**config.mk**
```make
export PLATFORM = sky130hd
export DESIGN_NAME = vram_writer
export DESIGN_NICKNAME = d
export VERILOG_FILES = /design/src/rtl/vram_writer.sv
export SDC_FILE = /design/constraint.sdc
export NUM_CORES = 1
export LEC_CHECK = 0
export CORE_ASPECT_RATIO = 1.4
export CORE_UTILIZATION = 55
export CTS_BUF_LIST = sky130_fd_sc_hd__clkbuf_8
export CTS_CLUSTER_DIAMETER = 80
export CTS_CLUSTER_SIZE = 10
export DETAILED_ROUTE_END_ITERATION = 12
export PLACE_DENSITY = 0.69
export SLEW_MARGIN = 40
export SYNTH_ARGS = -nofsm -noshare
export SYNTH_HDL_FRONTEND = slang
export SYNTH_SLANG_ARGS = --single-unit
```
**constraint.sdc**
```tcl
create_clock -name clk -period 4.9 [get_ports clk]
set_input_delay 1.225 -clock clk [delete_from_list [all_inputs] [get_ports clk]]
set_output_delay 1.225 -clock clk [all_outputs]
set_load 0.01 [all_outputs]
```
**src/rtl/vram_writer.sv**
```systemverilog
// ----------------------------------------------------------------------------
// vram_writer
//
// Decouples CPU byte writes from the video timing. CPU writes are queued in a
// small FIFO as {address, byte} pairs. A two-state FSM drains the queue into
// VRAM, one entry per pixel clock, and only while the video timing reports
// that VRAM may be written.
//
// Ports
//   clk        pixel clock; all state changes on its rising edge
//   rst        asynchronous, active-high reset
//   cpu_wr_en  CPU write request (one entry per cycle)
//   cpu_addr   CPU target VRAM address
//   cpu_data   CPU write byte
//   cpu_full   FIFO full; a write presented now is dropped
//   overflow   sticky: at least one write has been dropped
//   ovf_clr    clears overflow (a drop in the same cycle wins)
//   writable   video-timing window in which VRAM may be written
//   vram_we    address/data carry a valid VRAM write this cycle
//   address    VRAM address (IDLE_ADDR when no write is issued)
//   data       VRAM byte (0 when no write is issued)
//   pending    current FIFO occupancy
// ----------------------------------------------------------------------------
`ifndef VRAM_ADDR_WIDTH
`define VRAM_ADDR_WIDTH 12
`endif

module vram_writer #(
    parameter int                    ADDR_WIDTH = `VRAM_ADDR_WIDTH,
    parameter int                    FIFO_DEPTH = 16,
    parameter logic [ADDR_WIDTH-1:0] IDLE_ADDR  = '1
) (
    input  logic                          clk,
    input  logic                          rst,
    input  logic                          cpu_wr_en,
    input  logic [ADDR_WIDTH-1:0]         cpu_addr,
    input  logic [7:0]                    cpu_data,
    output logic                          cpu_full,
    output logic                          overflow,
    input  logic                          ovf_clr,
    input  logic                          writable,
    output logic                          vram_we,
    output logic [ADDR_WIDTH-1:0]         address,
    output logic [7:0]                    data,
    output logic [$clog2(FIFO_DEPTH):0]   pending
);

    localparam int PTR_W   = $clog2(FIFO_DEPTH);
    localparam int CNT_W   = PTR_W + 1;
    localparam int ENTRY_W = ADDR_WIDTH + 8;

    typedef enum logic {
        S_IDLE  = 1'b0,
        S_DRAIN = 1'b1
    } state_t;

    state_t                  r_state;
    logic [ENTRY_W-1:0]      r_mem [FIFO_DEPTH];
    logic [PTR_W-1:0]        r_wr_ptr;
    logic [PTR_W-1:0]        r_rd_ptr;
    logic [CNT_W-1:0]        r_count;
    logic                    r_overflow;
    logic                    r_vram_we;
    logic [ADDR_WIDTH-1:0]   r_address;
    logic [7:0]              r_data;

    logic                    w_full;
    logic                    w_push;
    logic                    w_pop;
    logic                    w_drop;
    logic [CNT_W-1:0]        w_count_next;
    logic [ENTRY_W-1:0]      w_rd_entry;

    // Full is decoded from the registered count so it never depends on this
    // cycle's pop; a write that meets a full FIFO is dropped even if a slot
    // frees up on the same edge.
    assign w_full       = (r_count == CNT_W'(FIFO_DEPTH));
    assign w_push       = cpu_wr_en && !w_full;
    assign w_drop       = cpu_wr_en && w_full;
    assign w_pop        = (r_state == S_DRAIN) && writable && (r_count != '0);
    assign w_count_next = r_count + CNT_W'(w_push) - CNT_W'(w_pop);
    assign w_rd_entry   = r_mem[r_rd_ptr];

    assign cpu_full = w_full;
    assign overflow = r_overflow;
    assign vram_we  = r_vram_we;
    assign address  = r_address;
    assign data     = r_data;
    assign pending  = r_count;

    // Storage is pure data: no reset needed, validity comes from the count.
    always_ff @(posedge clk) begin
        if (w_push) begin
            r_mem[r_wr_ptr] <= {cpu_addr, cpu_data};
        end
    end

    always_ff @(posedge clk or posedge rst) begin
        if (rst) begin
            r_state    <= S_IDLE;
            r_wr_ptr   <= '0;
            r_rd_ptr   <= '0;
            r_count    <= '0;
            r_overflow <= 1'b0;
            r_vram_we  <= 1'b0;
            r_address  <= IDLE_ADDR;
            r_data     <= 8'h00;
        end else begin
            // Pointers wrap naturally because FIFO_DEPTH is a power of two.
            if (w_push) begin
                r_wr_ptr <= r_wr_ptr + PTR_W'(1);
            end
            if (w_pop) begin
                r_rd_ptr <= r_rd_ptr + PTR_W'(1);
            end
            r_count <= w_count_next;

            if (w_drop) begin
                r_overflow <= 1'b1;
            end else if (ovf_clr) begin
                r_overflow <= 1'b0;
            end

            // Registered VRAM port: the popped entry is presented for exactly
            // the cycle after the pop, otherwise the bus parks at idle values.
            if (w_pop) begin
                r_vram_we <= 1'b1;
                r_address <= w_rd_entry[ENTRY_W-1:8];
                r_data    <= w_rd_entry[7:0];
            end else begin
                r_vram_we <= 1'b0;
                r_address <= IDLE_ADDR;
                r_data    <= 8'h00;
            end

            case (r_state)
                S_IDLE: begin
                    if (writable && (r_count != '0)) begin
                        r_state <= S_DRAIN;
                    end
                end
                S_DRAIN: begin
                    // Leaving on an empty queue lets a later push re-enter
                    // DRAIN within the same window one cycle after it lands.
                    if (!writable || (w_count_next == '0)) begin
                        r_state <= S_IDLE;
                    end
                end
                default: r_state <= S_IDLE;
            endcase
        end
    end

endmodule

```
# ---- Yosys cells after proc, flatten, opt, wreduce, memory -nomap -nowiden
# Memory sizes are Yosys's and may differ from the RTL's.
# Index checks and enable logic that the tools add are counted.
# W data, S select, Z words.
dict set report totals {
  ff_bits 36
  ram_bits 320
  inputBits 25
  out_inout_bits 28
  wordCells 36
  n_memories 1
}
# name words width read_ports rd_clocked_by_memory_dff wr line
set memory_table {}
lappend memory_table {r_mem 16 20 1 0 1 58} ;# logic [ENTRY_W-1:0] r_mem [FIFO_DEPTH];
dict set report classes {
  add_sub_neg 4
  n_eq_ne 1
  mux 10
  bitwise_logic 1
  n_reduce_logical 11
}
# cell count
set ops {}
lappend ops {{$mux W12} 1}
lappend ops {{$add A4 B1 Y4 const B} 2}
lappend ops {{$mux W8} 1}
lappend ops {{$mux W1} 7}
lappend ops {{$add A5 B1 Y5} 1}
lappend ops {{$eq A5 B5 Y1 const B} 1}
lappend ops {{$logic_and A1 B1 Y1} 5}
lappend ops {{$logic_not A5 Y1} 1}
lappend ops {{$reduce_bool A5 Y1} 1}
lappend ops {{$sub A5 B1 Y5} 1}
lappend ops {{$logic_not A1 Y1} 2}
lappend ops {{$pmux W1 S2} 1}
lappend ops {{$reduce_bool A2 Y1} 1}
lappend ops {{$logic_or A1 B1 Y1} 1}
lappend ops {{$not A1 Y1} 1}

# ---- Logic depth before layout (Yosys ltp)
dict set report depth {
  word_depth 9
  depth_mapped 16
  ltp_nobuf 15
}

# ---- Least setup slack after synthesis
# Ideal clock, no wire load.
dict set report synth_timing {
  kind {input to register}
  start {in cpu_wr_en}
  end {mem r_mem[1][0] in the netlist's numbering (enable)}
  setup_ns 0.448
  arrival_time_ns 3.543
  t_required_ns 4.452
  setup_slack_ns 0.909
  stages 4
  cell_sequence {nor2b_1 > buf_2 > inv_1 > nor4_1}
}
dict set report synth_between {
  elab_chain_cells 3
}
# element line
set synth_lines {}
lappend synth_lines {{start, declared} 35} ;# input logic cpu_wr_en,
lappend synth_lines {{$logic_and A1 B1 Y1} 78} ;# assign w_push = cpu_wr_en && !w_full;
lappend synth_lines {{$mux W1} 93} ;# if (w_push) begin
lappend synth_lines {{$mux W1 (implied by the code)} 94} ;# r_mem[r_wr_ptr] <= {cpu_addr, cpu_data};
lappend synth_lines {{end, declared} 58}
# Every way passes these cells.

# ---- Worst setup path in the final report
dict set report layout_timing {
  start {in cpu_wr_en}
  end {reg r_state}
}
dict set report layout_between {
  elab_chain_cells 7
}
# element line
set layout_lines {}
lappend layout_lines {{$logic_and A1 B1 Y1} 78}
lappend layout_lines {{$add A5 B1 Y5} 81} ;# assign w_count_next = r_count + CNT_W'(w_push) - CNT_W'(w_pop);
lappend layout_lines {{$sub A5 B1 Y5} 81}
lappend layout_lines {{net w_count_next[2]} 71} ;# logic [CNT_W-1:0] w_count_next;
lappend layout_lines {{$logic_not A5 Y1} 145} ;# if (!writable || (w_count_next == '0)) begin
lappend layout_lines {{$logic_or A1 B1 Y1} 145}
lappend layout_lines {{$mux W1} 145}
lappend layout_lines {{$pmux W1 S2} 136} ;# case (r_state)
lappend layout_lines {{end signal, assigned} 139} ;# r_state <= S_DRAIN;
lappend layout_lines {{end signal, assigned} 146} ;# r_state <= S_IDLE;
lappend layout_lines {{end signal, assigned} 149} ;# default: r_state <= S_IDLE;
lappend layout_lines {{end, declared} 57} ;# state_t r_state;
# The timed path passes the listed nets, and every way through them passes these cells.
# A chain may end at the register's enable or synchronous reset.

==> impl_results.md <==
* Top post-synthesis cells by count: edfxtp_1 (320), mux4_2 (78), mux2i_1 (41), dfrtp_1 (24), inv_1 (17)
* Total grt overflow at 0
* Final Wtd Congestion at approximately 0.80
* Iter 0 DRT Violations at about 430
* Yosys top cell by area: edfxtp_1
* Register area at approximately 11000 um2
* Routed len/inst at roughly 26 um
* Multi-input logic area at 2975 um2
* CTS Hold Buffers Added at 0
* Most common cell type on the critical path: inv_1
* Fin. Hold Viols at 0
* Ys async rst share at 0.1011
* PostCTS Resize Cnt at 0
* Share of the synthesized area in the top cell type at 0.7018
* Number of remaining DRC errors at 0
* Register area share after synthesis at 0.7687
* I/O Buffers at between 50 and 60
* Placed Area at ~15000 um2
* Worst Setup Path Type: in -> reg
* RSZ-0062 raised after global routing: false
* YS warnings at 0
* Row count at around 70
* Slowest stage delay, CP at approximately 0.52 ns
* Core region area at roughly 25000 um2
* Crit-path leading delay family: buffers and inverters
* Actual slew at the worst max-slew pin at between 0.8 and 0.9 ns
* Initial Utilization at 0.5568
* Main area contributors after synthesis: edfxtp_1 (70%), mux4_2 (13%), dfrtp_1 (4.4%)
* Hpwl dp at ~17000 um
* Final Total Pwr at around 0.0082 W
* Slew HR at 0.4639
* Vias per cell at between 5 and 6
* DIE AREA at 25540 um2
* Clk pin slew, worst setup/hold paths at 0.07 ns
* Overall routing resource usage at 0.2335
* CP Max Fanout at 8
* Clock root buffer: clkbuf_8
* Initial antenna violation count at 0
* Worst EP required at 5.34 ns
* Clk_skew at approximately 0.017 ns
* Post-CTS Setup Bufs at 0
* Crit path capture type: flop
* Type of origin of the critical path: input pin
* Fin crit period at approximately 3.7 ns
* Pin count of the biggest net entering global routing at 42
* CTS H-tree depth at 2
* Ys flop type: edfxtp_1
* Flops & latches, synth at around 360
* Area growth from synthesis to layout at 13.07%
* Top-count cell post-synth: edfxtp_1
* Critical Path, Cell by Cell: clkdlybuf4s50_1 -> nor2b_1 -> buf_4 -> inv_1 -> ha_1 -> inv_1 -> ha_1 -> inv_1 -> fa_1 -> xnor2_1 -> or4_1 -> o221a_2
* Initial DRT Pass Iterations at 4
* Fill cells at 1637
* VDD IR-drop max at 0.3388 mV
* Leak Pwr at a little over 5 nW
* Status: finished clean
* CTS max path bufs at 3
* Critical Path Slowest Stage Cell: or4_1
* Diode count at 0
* Final Net Count at 750
* Clock latency on the worst-skew pair at 0.55 ns
* PwrDens at 531.4 nW/um2
* Mapped Area at between 10000 and 15000 um2
* Number of CTS-inserted buffers at between 40 and 50
* Routed Antenna Nets at 0
* Post-synthesis instance total at roughly 600
* Clk sinks at ~360
* DIE WIDTH at ~140 um
* Share of cells above drive strength 1 at 0.2581
* Max Fclk at roughly 270 MHz
* Setup TNS Final at 0 ns
* Die H at around 190 um
* Worst path buffer plus inverter count at 5
* Max Slew Vio Count at 0
* CTS tree: yes
* Core Util, Final at 0.6296
* Hold WC Path Type: reg -> reg
* Hold slack at roughly 0.52 ns
* Max Cap Viol at 0
* Avg Cell Area, Syn at 22.16 um2
* Final Instance Area at 15480 um2
* Fin crit share at 0.7619
* Final Setup Violations at 0
* Post-synth EDFFs at 320
* I/O Pins at between 50 and 60
* Global-route wire length before repair at 42500 um
* DR vias at 6316
* Vias in the first global route at 6918
* Yosys cell types at 42
* WL final at between 20000 and 30000 um
* Syn_nets at ~660
* Arrival time of the worst setup path at between 4 and 5 ns
==> state kept, by name, indices dropped and copies added, names as in the netlist <==
signal	count
address	12
data	8
overflow	1
pending	5
r_mem	320
r_rd_ptr	4
r_state	1
r_wr_ptr	4
vram_we	1
==> placed cells by master (no fill, tap or decap), drive strengths merged, types with 8 or more instances in the layout <==
| cell | n |
|---|---|
| dfrtp | 24 |
| clkdlybuf4s50 | 52 |
| a22oi | 13 |
| mux4 | 78 |
| inv | 49 |
| ha | 11 |
| edfxtp | 320 |
| nand2 | 10 |
| clkbuf | 42 |
| dfstp | 12 |
| buf | 29 |
| mux2i | 41 |
| and2 | 9 |
| xnor2 | 8 |
==> cell families after synthesis <==
group,synth area share
buf+inv,0.01654
simple gates,0.01901
compound gates,0.01873
flops,0.7687
mux,0.1591
fa+ha+maj,0.01151
xor+xnor,0.006397
==> per-stage QoR <==
stage / setup WS (ns) / cells
after floorplan: 0.9090 / 618
after global placement: 0.6648 / 982
after detailed placement: 0.6069 / 985
after CTS: 1.185 / 1059
after global routing: 1.050 / 1059
final: 1.167 / 1059
==> per-layer routing <==
layer  part of all wire  routed length, um  GRT usage
met1               0.39              10990     0.2973
met2               0.54              14970     0.4085
met3              0.039               1095    0.02879
met4              0.033                916    0.08859
met5                  0                  0          0
==> worst min-delay path: cells and delay by family, from the launching register on <==
family / cells / cell delay, ns
flops: 1 / 0.38
compound gates: 1 / 0.06
buf+inv: 1 / 0.05
==> worst paths after layout <==
kind / slack (ns) / cells past startpoint / startpoint / end
hold reg to reg: 0.52 / 2 / overflow$_DFFE_PP0P_ / overflow$_DFFE_PP0P_
min in group asynchronous: 1.08 / 2 / rst / data[4]$_DFF_PP0_
max in group asynchronous: 3.39 / 2 / rst / r_rd_ptr[1]$_DFFE_PP0N_
setup reg to reg: 1.42 / 14 / pending[3]$_DFF_PP0_ / r_state$_DFF_PP0_
hold / removal: 0.52 / 2 / overflow$_DFFE_PP0P_ / overflow$_DFFE_PP0P_
setup / recovery: 1.17 / 12 / cpu_wr_en / r_state$_DFF_PP0_
==> final cells by class <==
type | count | area share
timing repair buffer | 81 | 0.05011
clock inverter | 32 | 0.009779
tap | 315 | 0.02546
sequential | 356 | 0.6804
inverter | 18 | 0.004688
multi-input combinational | 215 | 0.1922
clock buffer | 42 | 0.03734
==> where the power goes <==
| group | switching [W] | internal, W |
|---|---|---|
| registers | 0.000216 | 0.00373 |
| logic | 0.00123 | 0.00120 |
| clock network | 0.00101 | 0.000852 |
| total | 0.00245 | 0.00578 |
(Power assumes the default switching activity.)
